==> config.mk <==
export PLATFORM = sky130hd
export DESIGN_NAME = sar_ctrl
export DESIGN_NICKNAME = d
export VERILOG_FILES = /design/src/rtl/sar_ctrl.sv
export SDC_FILE = /design/constraint.sdc
export NUM_CORES = 1
export LEC_CHECK = 0
export CAP_MARGIN = 20
export CORE_MARGIN = 2
export CORE_UTILIZATION = 28
export DETAILED_ROUTE_END_ITERATION = 6
export DONT_BUFFER_PORTS = 1
export GPL_TIMING_DRIVEN = 0
export PLACE_DENSITY = 0.46
export SKIP_LAST_GASP = 1
export SYNTH_ARGS = -nofsm -noshare
export SYNTH_HDL_FRONTEND = slang
export SYNTH_SLANG_ARGS = --single-unit
export TNS_END_PERCENT = 20
==> constraint.sdc <==
create_clock -name oclk -period 1.5 [get_ports oclk]
set_clock_uncertainty 0.2 [all_clocks]
set_input_delay 0.3 -clock oclk [delete_from_list [all_inputs] [get_ports oclk]]
set_output_delay 0.3 -clock oclk [all_outputs]
set_load 0.1 [all_outputs]
==> src/rtl/sar_ctrl.sv <==
// sar_ctrl: successive-approximation ADC controller; SAR_CTRL_AVG4_EN adds 4-sample output averaging.
module sar_ctrl #(
  parameter int N             = 8,
  parameter int SAMPLE_CYCLES = 2
) (
  input  logic         oclk,
  input  logic         rst,
  input  logic         en,
  input  logic         cmp,
  output logic         sample,
  output logic         cmp_en,
  output logic [N-1:0] dac_code,
  output logic [N-1:0] dout,
  output logic         dout_valid,
  output logic         busy
);
  localparam int KW = $clog2(N);
  typedef enum logic [1:0] {IDLE, SAMPLE, CONV, DONE} state_t;
  state_t         state_q, state_d;
  logic [3:0]     cnt_q, cnt_d;
  logic [KW-1:0]  k_q, k_d;
  logic [N-1:0]   res_q, res_d;
  logic [N-1:0]   dout_q, dout_d;
  logic           valid_q, valid_d;
  logic           last_sample;
`ifdef SAR_CTRL_AVG4_EN
  logic [N+1:0]   acc_q, acc_d, sum;
  logic [1:0]     grp_q, grp_d;
  logic           group_end;
`endif
  assign last_sample = cnt_q == 4'(SAMPLE_CYCLES - 1);
  always_ff @(posedge oclk) begin
    if (rst) begin
      state_q <= IDLE;
      cnt_q   <= '0;
      k_q     <= '0;
      res_q   <= '0;
      dout_q  <= '0;
      valid_q <= 1'b0;
`ifdef SAR_CTRL_AVG4_EN
      acc_q   <= '0;
      grp_q   <= '0;
`endif
    end else begin
      state_q <= state_d;
      cnt_q   <= cnt_d;
      k_q     <= k_d;
      res_q   <= res_d;
      dout_q  <= dout_d;
      valid_q <= valid_d;
`ifdef SAR_CTRL_AVG4_EN
      acc_q   <= acc_d;
      grp_q   <= grp_d;
`endif
    end
  end
  always_comb begin
    state_d = state_q == IDLE   ? (en ? SAMPLE : IDLE)
            : state_q == SAMPLE ? (last_sample ? CONV : SAMPLE)
            : state_q == CONV   ? (k_q == '0 ? DONE : CONV)
            : (en ? SAMPLE : IDLE);
  end
  // The resolved register is cleared while tracking so trial codes start from zero.
  always_comb begin
    cnt_d = (state_q == SAMPLE && !last_sample) ? cnt_q + 4'd1 : '0;
    k_d   = state_q == SAMPLE ? KW'(N - 1)
          : (state_q == CONV && k_q != '0) ? k_q - KW'(1) : '0;
    res_d = state_q == SAMPLE ? '0 : res_q;
    if (state_q == CONV) res_d[k_q] = cmp;
`ifdef SAR_CTRL_AVG4_EN
    sum       = acc_q + {2'b00, res_q};
    group_end = state_q == DONE && grp_q == 2'd3;
    acc_d     = state_q == DONE ? (group_end ? '0 : sum) : acc_q;
    grp_d     = state_q == DONE ? grp_q + 2'd1 : grp_q;
    dout_d    = group_end ? sum[N+1:2] : dout_q;
    valid_d   = group_end;
`else
    dout_d    = state_q == DONE ? res_q : dout_q;
    valid_d   = state_q == DONE;
`endif
  end
  always_comb begin
    sample     = state_q == SAMPLE;
    cmp_en     = state_q == CONV;
    dac_code   = state_q == CONV ? res_q | (N'(1) << k_q) : '0;
    busy       = state_q != IDLE;
    dout       = dout_q;
    dout_valid = valid_q;
  end
endmodule
# == Word-level counts from Yosys, hierarchy flattened ==
# Cells that the tools add are included.
# W data, S select, Z words.
# word_totals
output_inout_bits,20
ram_bits,0
inputBits,4
mem_bits_ro,0
elab_cells,40
latchBits,0
regBits,26
mem_count,0
# classes
n_addsub,2
order_cmp,2
mul,0
bitwise_logic,2
n_mux,14
n_shift,1
n_eq_ne,4
div_mod_pow,0
n_reduce_logical,9
# ops
cell,n
$mux W8,3
$bwmux W8,1
$mux W2,4
$or A8 B8 Y8,1
$shl A1 B3 Y8 const A,1
$mux W3,2
$add A4 B1 Y4 const B,1
$eq A2 B2 Y1 const B,2
$eq A4 B1 Y1 const B,1
$lt A3 B4 Y1 const B,1
$demux W1 S3,1
$ge A3 B1 Y1 const B,1
$logic_and A1 B1 Y1,3
$logic_not A3 Y1,1
$mux W1,3
$reduce_bool A3 Y1,1
$sub A3 B1 Y3 const B,1
$eq A2 B1 Y1 const B,1
$logic_not A2 Y1,1
$reduce_bool A2 Y1,1
$reduce_or A2 Y1,1
$logic_not A1 Y1,1
$not A1 Y1,1

# == Longest topological paths before layout ==
# logic_depth
ltp_word,6
mapped_depth,5
depth_no_buf,5

# == Worst setup path after synthesis ==
# Ideal clock, no wire load.
# synth_timing
kind,register -> output
start,reg k_q[0]
end,out dac_code[0]
slack_ps,-1194
n_path_buf,0
t_required_ps,1000
path_stages_with_launch,6
t_arrival_ps,2194
cell_sequence,dfxtp_1 > inv_1 > ha_1 > nor2b_1 > nor2_1 > nor2_1
# synth_via
elab_chain_cells,3
# synth_lines
item,line_no,text
from (decl),21,"logic [KW-1:0] k_q, k_d;"
from (signal assigned),47,k_q <= k_d;
$shl A1 B3 Y8,85,dac_code = state_q == CONV ? res_q | (N'(1) << k_q) : '0;
$or A8 B8 Y8,85,
$mux W8,85,
to (decl),12,"output logic [N-1:0] dac_code,"
# Every way passes these cells.

# == Worst setup path after layout ==
# Same ends and word-level chain as after synthesis.

==> reports/qor.yml <==
syn_inst: 144
dp_hpwl_um: 2130
critPathCaptureType: "output port"
cp.arrival_ns: 1.56
overflow: 0
max_freq_ghz: 0.485
finalCriticalPeriod_ns: 2.06
detail-route-antenna-nets: 0
switching_share_pct: 27.3
crit_slowest_cell: "nor2_4"
slew_headroom_pct: 35.0
post-route-worst-setup-slack_ns: -0.564
dieWidth_um: 69.8
critPathTopFamily: "simple AND/OR/NAND/NOR gates"
synth-edff-count: 0
wl_per_cell_um: 14.0
hold_path_class: "input pin to register"
critPathBufInv: 1
power.density_nw_per_um2: 849
internal_power_mw: 1.04
rsz0062_at_grt: "true"
crit_required_ns: 1.00
setup_viol: 34
outcome: "finished, violations left"
cts_sinks: 26
ctsRootBufferMaster: "clkbuf_8"
clockBufferDepth: 2
cts_tree: "done"
wirelength_um: 3080
critPathMaxStageDelay_ns: 0.48
netlist_area_um2: 1210
die_h_um: 69.8
viasPerCell: 4.90
syn_area_per_cell_um2: 8.43
final_layout_size_suffix_gt1_share_pct: 31.4
diodes: 0
grt_max_degree: 15
area_delta_synth_final_pct: 38.2
drv_cap: 0
instances_no_fill: 219
p_switching_mw: 0.389
ys_types: 27
p_leak_nw: 0.600
synth_warnings: 0
grt.total_usage_pct: 12.9
worst_hold_slack_ns: 0.00689
grt_pass1_wl_um: 5060
first_pass_iters: 4
portBuffers: 0
drt_first_iter_violations: 27
htreeDepth: 1
async_flop_share_pct: 0
critical_path.max_fanout: 5
setup_tns_ns: -9.71
core-area_um2: 4090
place_congestion: 0.790
place_inst: 194
synth_top_cell_by_area: "dfxtp_1"
pwr-share-comb_pct: 18.0
std_cell_rows: 23
path_clk_slew_ns: 0.09
yosysSeqAreaShare_pct: 42.9
tightest_slew_ns: 0.974
synthFlopType: "dfxtp_1"
vias: 1074
syn-num-nets: 155
layout.nets: 181
dieArea_um2: 4880
worst_setup_path_start_kind: "register"
grt_pass1_vias: 1074
insertion_delay_ns: 0.27
seqPwrFrac_pct: 50.4
p_clk_share_pct: 31.5
synth_area_leaders: "dfxtp_1 43%, a21oi_1 7.8%, ha_1 7.2%, mux2i_1 6.6%, nand2_1 5.6%"
antenna_found_initial: 0
path_cells: "inv_4 -> ha_4 -> nor2b_4 -> nor2_2 -> nor2_4"
pre_cts_slack_ns: -0.368
hold_viol_final: 0
synth-seq-cells: 26
synth_top_area_share_pct: 42.9
peakVddDrop_mv: 0.392
fin_crit_sh_pct: 138
drc: 0
io_pins: 24
numCtsBuffers: 3
finish.utilization_pct: 41.1
violations: "negative setup slack"
drv_slew: 0
path_class: "register to output port"
start_util_pct: 29.7
state kept, by name, summed over array words and instances, names as in the netlist:
name / cells
cnt_q: 4
dout: 8
dout_valid: 1
k_q: 3
res_q: 8
state_q: 2
worst paths after layout:
path                                             from                  end  slack [ns]  cells after the start
worst min register to register    cnt_q[0]$_SDFF_PP0_  cnt_q[0]$_SDFF_PP0_        0.28                      1
worst min-delay path                              rst  res_q[3]$_SDFF_PP0_       0.007                      2
worst max register to register  state_q[0]$_SDFF_PP0_  res_q[3]$_SDFF_PP0_       -0.45                      6
worst max-delay path                k_q[0]$_SDFF_PP0_          dac_code[0]       -0.56                      5
cell type report:
cell class | instances | area, um2
plain buffers | 7 | 51.3
well taps | 50 | 62.6
inverters | 6 | 35.0
fillers | 407 | 2410
clock buffers | 4 | 55.1
flip-flops and latches | 26 | 534
repair buffers | 22 | 198
multi-input cells | 104 | 742
logic make-up after synthesis:
kind of cell	Yosys count	share of synthesized area [%]
compound gates	22	9.48
simple gates	65	27.7
buf+inv	14	4.64
fa+ha+maj	7	7.22
mux	8	6.60
xor+xnor	2	1.44
flops	26	42.9
layout by cell type, fill, tap and decap left out, types with 2 or more instances in the layout:
cell,count
a21oi_1,17
a21oi_2,2
buf_4,17
buf_6,3
clkbuf_1,3
clkbuf_8,4
clkinvlp_4,2
dfxtp_1,21
dfxtp_2,2
dfxtp_4,3
dlygate4sd3_1,2
ha_1,6
inv_1,2
inv_4,2
mux2i_1,8
nand2_1,18
nand2b_4,2
nand3b_1,8
nand4_1,2
nor2_1,7
nor2_4,8
nor2b_1,2
nor3_1,2
nor3b_1,2
nor4_1,3
or3_1,4
Yosys cell counts, drive strengths merged, types with 2 or more instances:
library cell / n
or3: 4
mux2i: 8
ha: 7
nor3: 2
nand2: 18
nand2b: 3
buf: 5
nand4: 2
dfxtp: 26
nor2b: 3
a21oi: 19
inv: 6
nor4: 4
nor2: 16
nor3b: 2
clkbuf: 3
nand3b: 8
power groups by stage:
stage | combinational [mW] | sequential [mW] | clock [mW]
after floorplan | 0.161 | 0.737 | 0
after global placement | 0.186 | 0.741 | 0
after detailed placement | 0.188 | 0.742 | 0
after CTS | 0.245 | 0.719 | 0.464
after global routing | 0.277 | 0.721 | 0.502
final | 0.257 | 0.718 | 0.449
repair_timing:
action | CTS | global route
pin swaps | 7 | 1
resized for setup | 7 | 5
gates cloned | 1 | 0
hold buffers | 2 | 0
endpoints found under the setup margin | 33 | 44
buffers inserted | 16 | 3
endpoints found under the hold margin | 1 | 0
worst reg2reg max path, delay by kind of cell (launching register included):
kind | cells | cell delay, ns
DFF | 1 | 0.33
muxes | 1 | 0.20
and+or+nand+nor | 2 | 0.48
buffers and inverters | 3 | 0.68
metrics by stage:
step	instance area, um2	power [mW]
final	1680	1.42
after global routing	1680	1.50
after CTS	1640	1.43
after detailed placement	1410	0.930
after global placement	1410	0.927
after floorplan	1350	0.898
metal layers:
| layer | vias up | global-route usage, % | routed length (um) | share of wire [%] |
|---|---|---|---|---|
| met5 | - | 0 | 0 | 0 |
| met4 | 0 | 5.13 | 44 | 1.4 |
| met3 | 5 | 2.76 | 167 | 5.4 |
| met2 | 23 | 19.6 | 1350 | 44 |
| met1 | 507 | 17.7 | 1510 | 49 |
| li1 | 539 | - | - | - |
Power figures use the tool's default switching activity.
==> variant, RTL diff (same settings) <==
The option `SAR_CTRL_AVG4_EN` is turned on by a define.
--- a/src/rtl/sar_ctrl.sv
+++ b/src/rtl/sar_ctrl.sv
@@ -1,2 +1,4 @@
 // sar_ctrl: successive-approximation ADC controller; SAR_CTRL_AVG4_EN adds 4-sample output averaging.
+`define SAR_CTRL_AVG4_EN
+
 module sar_ctrl #(
Check against the original RTL: no difference found for any inputs over 10 cycles, from zero or initial values and one cycle with rst high; that may be too few to reach the edited logic, so the function may still have changed.
==> variant against the unedited design <==
- the flow still finishes with violations (negative setup slack)
- total power increased by 47%
- largest power group unchanged
- wire length up 97%
- design area grew 85%
- critical endpoint unchanged
- synthesized area rose by 72%
- via count is 88% higher
- setup slack worse by 0.11 ns
- sequential cell count rose by 12
- sequential share of layout area is 6.1 points lower
==> variant: results (changes against the unedited design) <==
stage,metric,value,unit,change
status,status,"finished, violations left",,
status,violations,negative setup slack,,
yosys,yosysWarnings,0,,unchanged
placement,hpwl,4093,um,+92%
detailed_routing,wl_per_cell,15.12,um,+7.6%
global_routing,antenna_found_initial,0,,unchanged
clocking,clk_pin_slew,0.07,ns,-0.02 ns
global_routing,grt_pass1_vias,2064,,+92%
yosys,yosysUniqueCellTypes,46,,+70%
detailed_routing,drt_iter0_drc,102,,+280%
pwr,p_sw,606.1,uW,+56%
min_path,hp-class,in2reg,,
yosys,yosys-top-cells-area,"dfxtp_1 (36%), ha_1 (9.6%), a21oi_1 (8.1%), nor2_1 (5.7%), nand3_1 (4.3%)",,
layout,layout.nets,323,,+78%
detailed_routing,dr.pass1.iters,4,,unchanged
global_routing,grt_usage,0.1520,,+0.02308
placement,numPortBuffers,0,,unchanged
clocking,clock_latency,0.29,ns,+0.02 ns
yosys,ys_top_cells_by_count,"dfxtp_1 (38), a21oi_1 (34), nor2_1 (32)",,
global_routing,grt_first_pass_wirelength,10010,um,+98%
pwr,power.leakage,0.001102,uW,+84%
worst_setup_path,cp_slowest_cell,nor2_4,,
placement,gp_congestion,0.7920,,+0.20%
clocking,cts_max_path_buffers,2,,unchanged
sta,relSlewSlack,0.3498,,about the same
layout,antenna_cells,0,,unchanged
detailed_routing,via_count,2022,,+88%
yosys,synth.net_count,282,,+82%
worst_setup_path,crit_fanout,3,,-2
layout,drive_above_1_share,0.4073,,+0.09368
global_routing,grt_start_max_net_pins,11,,-4
sta,fin_ws,-0.6738,ns,-0.1100 ns
layout,fillCellCount,734,,+80%
yosys,async_flop_share,0,,unchanged
worst_setup_path,slowest_delay,0.49,ns,
sta,finalSetupViolations,56,,+65%
layout,regMostFlops,acc_q,,
yosys,ys_seq_area_frac,0.3634,,-0.06545
placement,dp.cells,360,,+86%
clocking,root_buffer,clkbuf_8,,
sta,tns,-16.48,ns,-6.765 ns
yosys,synthFlopType,dfxtp_1,,
worst_setup_path,arrival,1.67,ns,+0.11 ns
layout,largest_register_ffs,10,,
detailed_routing,viasPerCell,5.042,,+2.8%
clocking,cts_made_buffers,5,,+2
placement,dpl_worst_slack,-0.7484,ns,-0.3799 ns
worst_setup_path,cpLargestDelayFamily,simple AND/OR/NAND/NOR gates,,
yosys,netlist_instances,261,,+81%
clocking,htree_levels,2,,+1
pwr,ir_worst_vdd,0.0004628,V,+18%
[variant: final cells by class]
type                            count  area share
Timing Repair Buffer               36     0.09694
Inverter                           12     0.03057
Sequential cell                    38      0.2574
Buffer                             15     0.04867
Clock buffer                        7     0.02454
Multi-Input combinational cell    194      0.5020
Tap cell                           99     0.03982
[variant: what timing repair did]
item | CTS | global route
buffers inserted | 27 | 8
cloned | 1 | 0
pin swaps | 23 | 15
setup endpoints to repair | 54 | 58
gates resized for setup | 52 | 28
[variant: power by group through the flow]
stage,combinational [uW],clock [uW],sequential [uW]
floorplan,219,0,1060
global placement,265,0,1060
detailed placement,265,0,1060
CTS,348,710,1030
global route,409,752,1030
finish,377,686,1030
[variant: kinds of logic (layout without fill, tap and decap cells)]
logic type,count (synthesis),count (layout),synth area share
AND/OR/NAND/NOR,107,107,0.2511
AO/OA/AOI/OAI,62,62,0.1913
flip-flops,38,38,0.3634
buffers and inverters,29,70,0.05499
adder cells (fa/ha/maj),17,17,0.1052
XOR/XNOR,7,7,0.02929
multiplexers,1,1,0.004782
[variant: worst paths after layout]
kind            endpoint  cells after the start     start  slack [ns]
max          dac_code[0]                      6    k_q[0]       -0.67
min           state_q[0]                      2        en        0.06
max reg2reg      dout[6]                      8  acc_q[0]       -0.52
min reg2reg     grp_q[1]                      2  grp_q[1]        0.26
[variant: layer usage]
layer / GRT usage / share of wire / vias up
met1: 0.1901 / 0.46 / 966
li1: - / - / 1009
met2: 0.2512 / 0.48 / 34
met3: 0.03589 / 0.040 / 13
met5: 0 / 0 / -
met4: 0.06154 / 0.024 / 0
[variant: metrics by stage]
| step | area [sq um] | total power, uW |
|---|---|---|
| final | 3110 | 2090 |
| after global routing | 3110 | 2191 |
| after CTS | 2969 | 2085 |
| after detailed placement | 2449 | 1329 |
| after global placement | 2449 | 1329 |
| after floorplan | 2325 | 1280 |
